<file path="src/rtl/mac_axis_bridge.sv">
// MAC external-FIFO write port to AXI4-Stream bridge with packet tracking.
// Damaged packets close with tuser=1 on their tlast beat.
`timescale 1ns/1ps
module mac_axis_bridge #(
   parameter int unsigned DATA_W    = 8,
   parameter int unsigned DEPTH     = 16,
   parameter logic [7:0]  TID_VAL   = 8'd0,
   parameter logic [7:0]  TDEST_VAL = 8'd0
) (
   input  logic                     clk,
   input  logic                     rst,
   input  logic [DATA_W-1:0]        i_data,
   input  logic                     i_data_start,
   input  logic                     i_data_end,
   input  logic                     i_overflow,
   input  logic                     i_wr,
   output logic [DATA_W-1:0]        axis_tdata,
   output logic [DATA_W/8-1:0]      axis_tkeep,
   output logic [7:0]               axis_tid,
   output logic [7:0]               axis_tdest,
   output logic                     axis_tvalid,
   output logic                     axis_tlast,
   output logic                     axis_tuser,
   input  logic                     axis_tready,
   output logic [$clog2(DEPTH):0]   o_level,
   output logic [15:0]              o_drop_cnt
);

   localparam int unsigned AW = $clog2(DEPTH);
   localparam int unsigned EW = DATA_W + 2;

   typedef enum logic {StIdle, StOpen} state_t;

   state_t        r_state, w_state_nxt;
   logic          r_err, w_err_nxt;
   logic          r_term_pend, w_term_pend_nxt;
   logic [EW-1:0] r_mem [DEPTH];
   logic [AW-1:0] r_wptr, r_rptr;
   logic [AW:0]   r_level;
   logic [15:0]   r_drop_cnt;
   logic          w_valid, w_pop, w_space, w_push, w_drop;
   logic [EW-1:0] w_push_entry, w_head;

   assign w_valid = |r_level;
   assign w_pop   = w_valid & axis_tready;
   // Level can only reach DEPTH, so its MSB alone flags full.
   assign w_space = ~r_level[AW] | w_pop;

   always_ff @(posedge clk or negedge rst) begin
      if (!rst) begin
         r_state     <= StIdle;
         r_err       <= 1'b0;
         r_term_pend <= 1'b0;
         r_wptr      <= '0;
         r_rptr      <= '0;
         r_level     <= '0;
         r_drop_cnt  <= '0;
      end else begin
         r_state     <= w_state_nxt;
         r_err       <= w_err_nxt;
         r_term_pend <= w_term_pend_nxt;
         if (w_push) r_wptr <= r_wptr + 1'b1;
         if (w_pop)  r_rptr <= r_rptr + 1'b1;
         if (w_push && !w_pop)      r_level <= r_level + 1'b1;
         else if (!w_push && w_pop) r_level <= r_level - 1'b1;
         if (w_drop && (r_drop_cnt != 16'hFFFF)) r_drop_cnt <= r_drop_cnt + 1'b1;
      end
   end

   always_ff @(posedge clk) begin
      if (w_push) r_mem[r_wptr] <= w_push_entry;
   end

   always_comb begin
      w_state_nxt     = r_state;
      w_err_nxt       = r_err;
      w_term_pend_nxt = r_term_pend;
      w_push          = 1'b0;
      w_push_entry    = '0;
      w_drop          = 1'b0;
      if (r_term_pend) begin
         // Terminator owns the write slot; any input beat this cycle is lost.
         w_drop = i_wr;
         if (w_space) begin
            w_push          = 1'b1;
            w_push_entry    = {{DATA_W{1'b0}}, 2'b11};
            w_term_pend_nxt = 1'b0;
            w_state_nxt     = StIdle;
            w_err_nxt       = 1'b0;
         end
      end else if (i_wr) begin
         case (r_state)
            StIdle: begin
               if (!i_data_start || !w_space) begin
                  w_drop = 1'b1;
               end else if (i_data_end) begin
                  w_push       = 1'b1;
                  w_push_entry = {i_data, 1'b1, i_overflow};
               end else begin
                  w_push       = 1'b1;
                  w_push_entry = {i_data, 2'b00};
                  w_state_nxt  = StOpen;
                  w_err_nxt    = i_overflow;
               end
            end
            StOpen: begin
               if (i_data_start) begin
                  w_drop          = 1'b1;
                  w_term_pend_nxt = 1'b1;
               end else if (!w_space) begin
                  w_drop = 1'b1;
                  if (i_data_end) w_term_pend_nxt = 1'b1;
                  else            w_err_nxt       = 1'b1;
               end else if (i_data_end) begin
                  w_push       = 1'b1;
                  w_push_entry = {i_data, 1'b1, r_err | i_overflow};
                  w_state_nxt  = StIdle;
                  w_err_nxt    = 1'b0;
               end else begin
                  w_push       = 1'b1;
                  w_push_entry = {i_data, 2'b00};
                  w_err_nxt    = r_err | i_overflow;
               end
            end
            default: w_state_nxt = StIdle;
         endcase
      end else if (r_state == StOpen && i_overflow) begin
         w_err_nxt = 1'b1;
      end
   end

   always_comb begin
      w_head      = r_mem[r_rptr];
      axis_tvalid = w_valid;
      axis_tdata  = '0;
      axis_tlast  = 1'b0;
      axis_tuser  = 1'b0;
      if (w_valid) begin
         axis_tdata = w_head[EW-1:2];
         axis_tlast = w_head[1];
         axis_tuser = w_head[0];
      end
   end

   assign axis_tkeep = '1;
   assign axis_tid   = TID_VAL;
   assign axis_tdest = TDEST_VAL;
   assign o_level    = r_level;
   assign o_drop_cnt = r_drop_cnt;

endmodule

</file>
<file path="config.mk">
export PLATFORM = sky130hd
export DESIGN_NAME = mac_axis_bridge
export DESIGN_NICKNAME = d
export VERILOG_FILES = /design/src/rtl/mac_axis_bridge.sv
export SDC_FILE = /design/constraint.sdc
export NUM_CORES = 1
export LEC_CHECK = 0
export BUFFER_PORTS_ARGS = -buffer_cell sky130_fd_sc_hd__buf_2
export CORE_MARGIN = 2
export CORE_UTILIZATION = 64
export CTS_CLUSTER_DIAMETER = 80
export DETAILED_ROUTE_END_ITERATION = 8
export GPL_ROUTABILITY_DRIVEN = 0
export PLACE_DENSITY = 0.95
export SYNTH_ARGS = -nofsm -noshare
export SYNTH_HDL_FRONTEND = slang
export SYNTH_SLANG_ARGS = --single-unit
</file>
<file path="constraint.sdc">
create_clock -name clk -period 8.4 [get_ports clk]
set_clock_uncertainty 0.05 [all_clocks]
set_input_delay 1.26 -clock clk [delete_from_list [all_inputs] [get_ports clk]]
set_output_delay 1.26 -clock clk [all_outputs]
set_load 0.005 [all_outputs]
</file>
Word-level counts from Yosys, hierarchy flattened. Memories as Yosys holds them, arrays and structs flattened. Cells that the tools add are included.

Output and inout bits: 49. Memories: 1. Logic and storage cells: 91. Bits in writable memories: 160. Input port bits: 15. Flip-flop bits (word level): 32.

Mux-type cells: 52. $add $sub $neg: 5. Equal/unequal tests: 6. Reductions and logical operators: 15. Bitwise logic cells: 5.

Memory list: r_mem (depth 16, width 10, read ports 1, clocked after memory_dff 0, write ports 1, line 37) `logic [EW-1:0] r_mem [DEPTH];`.

Operators with widths (count): $mux 10 (5); $mux 1 (36); $pmux 10 s2 (1); $add 16x1->16 const B (1); $ne 16x16->1 const B (1); $mux 5 (2); $add 4x1->4 const B (2); $mux 8 (1); $ne 4x3->1 const B (2); $ne 4x4->1 const B (2); $pmux 1 s2 (4); $mux 2 (3); $reduce_and 6->1 (1); $add 5x1->5 const B (1); $reduce_or 5->1 (1); $sub 5x1->5 const B (1); $logic_and 1x1->1 (4); $logic_not 1->1 (4); $reduce_bool 2->1 (2); $reduce_bool 3->1 (1); $ne 2x1->1 const B (1); $not 1->1 (2); $or 1x1->1 (2); $reduce_and 2->1 (1); 2 further kinds (2).

Depth between registers and ports, before layout.
Word-level depth: 13. Depth in mapped cells: 12.

Least setup slack after synthesis. OpenSTA, ideal clock, no wires.

Path type: in2reg. Start point: input port i_wr. End point: register r_level[4], in the netlist o_level[4]. Arrival: 3.205 ns. Cell stages on the path: 11. Path slack: 5.065 ns. Data required time: 8.270 ns. Path buffers: 2. Path through: clkbuf_4 -> a21oi_1 -> nor2_2 -> buf_2 -> ha_1 -> inv_1 -> ha_1 -> a21o_1 -> a21oi_1 -> mux2i_1 -> xnor2_1.

Cells in the longest elaborated chain, start to end: 5. Elaborated cells on any way between the ends: 7. Classes of those cells: 3 x mux; 4 x reduce/logical.

Ends and longest elaborated chain: from (decl) (line 16) `input logic i_wr,`; $mux 1 (*) (line 91) `end else if (i_wr) begin`; $mux 1 (*) (line 81) `if (r_term_pend) begin`; $logic_not 1->1 (line 65) `else if (!w_push && w_pop) r_level <= r_level - 1'b1;`; $logic_and 1x1->1 (line 65); $reduce_bool 2->1 (no line); to (signal assigned) (line 64) `if (w_push && !w_pop) r_level <= r_level + 1'b1;`; to (signal assigned) (line 65); to (decl) (line 39) `logic [AW:0] r_level;`.

Every way passes the cells marked *; elsewhere a longest branch is shown, timed or not. A chain may end at the register's enable or synchronous reset.

Worst setup path in the final report.
Start point: register r_rptr[0]. End point: output port axis_tlast.

Cells in the longest elaborated chain, start to end: 2.

Ends and longest elaborated chain: from (decl) (line 38) `logic [AW-1:0] r_wptr, r_rptr;`; from (signal assigned) (line 63) `if (w_pop) r_rptr <= r_rptr + 1'b1;`; $mem_v2 16x10; $mux 1 (line 138) `if (w_valid) begin`; to (decl) (line 22) `output logic axis_tlast,`.

Every way passes these cells.

==> impl_metrics.tcl <==
set metrics [dict create \
    synthMostInstantiatedCell "edfxtp_1" \
    syn_to_final_growth_pct 9.89 \
    core_mm2 0.0127 \
    grt_max_degree 41 \
    cts_tree "built" \
    drt-vias-per-instance 6.36 \
    die-area_mm2 0.0140 \
    postPlaceCellArea_mm2 0.00861 \
    synth_top_cell_area_share_pct 57.5 \
    status "completed" \
    synth_common_cells "edfxtp_1, mux4_2, dfrtp_1, buf_4, mux2i_1" \
    crit_fanout 40 \
    start_util_pct 66.0 \
    num_rows 41 \
    ys_async_sr_fraction_pct 16.7 \
    antenna_found_initial 0 \
    crit_arrival_ns 2.59 \
    r2r_start "r_state$_DFFE_PN0P_" \
    drc 0 \
    ctsHoldBuffers 0 \
    synth_enable_flop_cells 160 \
    rrSetupSlack_ns 5.40 \
    grt_setup_unrepaired "false" \
    met1_usage_pct 33.1 \
    maxCapViolations 0 \
    finalCritPeriodShare_pct 46.5 \
    multi_input_comb_area_mm2 0.00252 \
    hold_path.class "reg2reg" \
    critPathCapture "axis_tlast" \
    io_pins 64 \
    h-tree-depth 4 \
    syn_inst 472 \
    dpl.hpwl_mm 10.1 \
    cp-start-kind "register" \
    layout-drive-gt1-share_pct 26.9 \
    cts-root-buf "clkbuf_16" \
    die-height_um 118 \
    dp_worst_setup_slack_ns 4.62 \
    grt-ovfl-total 0 \
    setup_ws_ns 4.50 \
    drtAntennaViolNets 0 \
    busiest_layer "met2" \
    post-route-util_pct 72.5 \
    yosysWarningCount 0 \
    synth-seq-cells 192 \
    crit_start "r_rptr[0]$_DFFE_PN0N_" \
    slew_headroom_pct 35.6 \
    grt_pass1_wl_mm 26.0 \
    ys_seq_area_share_pct 67.0 \
    vias 4458 \
    r2r_end "o_level[4]$_DFFE_PN0P_" \
    wirelength_mm 17.1 \
    cts_buffer_depth 2 \
    period_needed_ns 3.90 \
    cp.required_ns 7.09 \
    worstMarginPinSlew_ns 0.967 \
    drtIter0Drc 466 \
    crit_path_end_kind "output port" \
    synth_area_mm2 0.00836 \
    cellPowerDensity_mw_per_mm2 334 \
    met3_usage_pct 5.79 \
    clock_latency_ns 0.42 \
    final_hold_viol_count 0 \
    use_met2_pct 42.6 \
    numCtsBuffers 17 \
    cts_resized 0 \
    ff_latch_area_mm2 0.00561 \
    cts_setup_buffers 0 \
    yosysTopAreaCell "edfxtp_1" \
    yosys-top-cells-area "edfxtp_1, mux4_2, dfrtp_1" \
    finalSetupTns_ns 0 \
    r2r_cells 10 \
    clkTransAtPathRegs_ns 0.06 \
    ys.flop_type "edfxtp_1" \
    dr.pass1.iters 5 \
    finalSetupViolCount 0 \
    power.leakage_nw 3.38 \
    die_w_um 118 \
    portBuffers 46 \
    grt_pass1_vias 4558 \
    final_cell_area_mm2 0.00919 \
    holdWs_ns 0.445 \
    grt_usage_pct 25.7 \
    crit_type "reg2out" \
    drv_slew 0 \
    wl_per_cell_um 24.3 \
    clock.fmax_mhz 256 \
    final_nets 541 \
    peakVddDrop_v 0.000290 \
    syn_area_per_cell_um2 17.7 \
    nFillCells 751 \
    synthDistinctLibCells 53 \
    cts_sinks 192 \
]
==> per-layer routing <==
metal	wire (µm)	part of all wire (%)	vias to the layer above
li1	-	-	1913
met1	6670	39	2294
met2	8820	52	211
met3	1070	6.3	40
met4	511	3.0	0
met5	0	0	-
==> registers in the layout (all words and copies together) (netlist names) <==
signal and flops:
r_state 1, r_mem 160, r_term_pend 1, o_level 5, r_err 1, o_drop_cnt 16, r_rptr 4, r_wptr 4
==> how the worst min path moves through the flow <==
stage / cells past startpoint / to / start
2_1_floorplan: 1 / o_drop_cnt[11]$_DFFE_PN0P_ / o_drop_cnt[11]$_DFFE_PN0P_
3_3_place_gp: 1 / o_drop_cnt[11]$_DFFE_PN0P_ / o_drop_cnt[11]$_DFFE_PN0P_
3_5_place_dp: 1 / o_drop_cnt[11]$_DFFE_PN0P_ / o_drop_cnt[11]$_DFFE_PN0P_
4_1_cts: 1 / o_drop_cnt[11]$_DFFE_PN0P_ / o_drop_cnt[11]$_DFFE_PN0P_
5_1_grt: 1 / o_drop_cnt[5]$_DFFE_PN0P_ / o_drop_cnt[5]$_DFFE_PN0P_
6_report: 1 / o_drop_cnt[11]$_DFFE_PN0P_ / o_drop_cnt[11]$_DFFE_PN0P_
==> placed cells by master, fill, tap and decap left out, types with 3 or more instances in the layout <==
master,Yosys,final
a211oi_2,7,7
a21oi_1,4,4
a31oi_1,5,5
and2_1,15,15
and3_1,16,16
buf_2,9,46
clkbuf_16,0,17
clkbuf_8,0,5
conb_1,2,17
dfrtp_1,32,31
edfxtp_1,160,160
ha_1,10,10
inv_1,6,6
mux2_1,3,3
mux2i_1,21,21
mux4_2,40,40
nand2_1,19,19
nand2b_1,5,5
nand3_1,7,7
nand4_1,5,5
nor2_1,5,5
o21ai_0,3,3
o22ai_1,11,11
xnor2_1,7,7
xor2_1,16,16
==> cell families (layout without fill, tap and decap cells) <==
group | count (synthesis) | in the layout | synth area share (%)
other cells | 2 | 18 | 0.0898
flops | 192 | 192 | 67.0
buf+inv | 45 | 86 | 3.53
xor+xnor | 24 | 24 | 2.60
fa+ha+maj | 11 | 11 | 1.74
compound gates | 42 | 42 | 4.16
mux | 67 | 67 | 14.1
simple gates | 89 | 89 | 6.72
==> critical path, stage by stage (launching register included) <==
cell     delay, ns
dfrtp_2       0.39
buf_4         0.63
mux4_2        0.60
mux2i_1       0.19
o22ai_1       0.17
buf_2         0.17
==> stage by stage <==
step | total power, mW | std cells
after global routing | 3.21 | 700
after global placement | 2.24 | 668
after CTS | 3.08 | 700
after floorplan | 2.03 | 487
final | 3.07 | 701
after detailed placement | 2.30 | 668
==> power breakdown <==
part | leakage (nW) | switching (mW) | internal (mW)
clock network | 0.284 | 0.327 | 0.448
logic | 1.22 | 0.496 | 0.452
registers | 1.87 | 0.150 | 1.20
total | 3.38 | 0.973 | 2.10
==> final cells by class <==
type	count	share of cell area [%]
Sequential cell	192	61.0
Multi-Input combinational cell	250	27.4
Clock buffer	24	5.46
Timing Repair Buffer	48	2.67
Tap cell	172	2.34
Clock inverter	8	0.844
Inverter	6	0.245
Antenna cell	1	0.0272
Note: power is estimated with default switching activity, not from simulation.
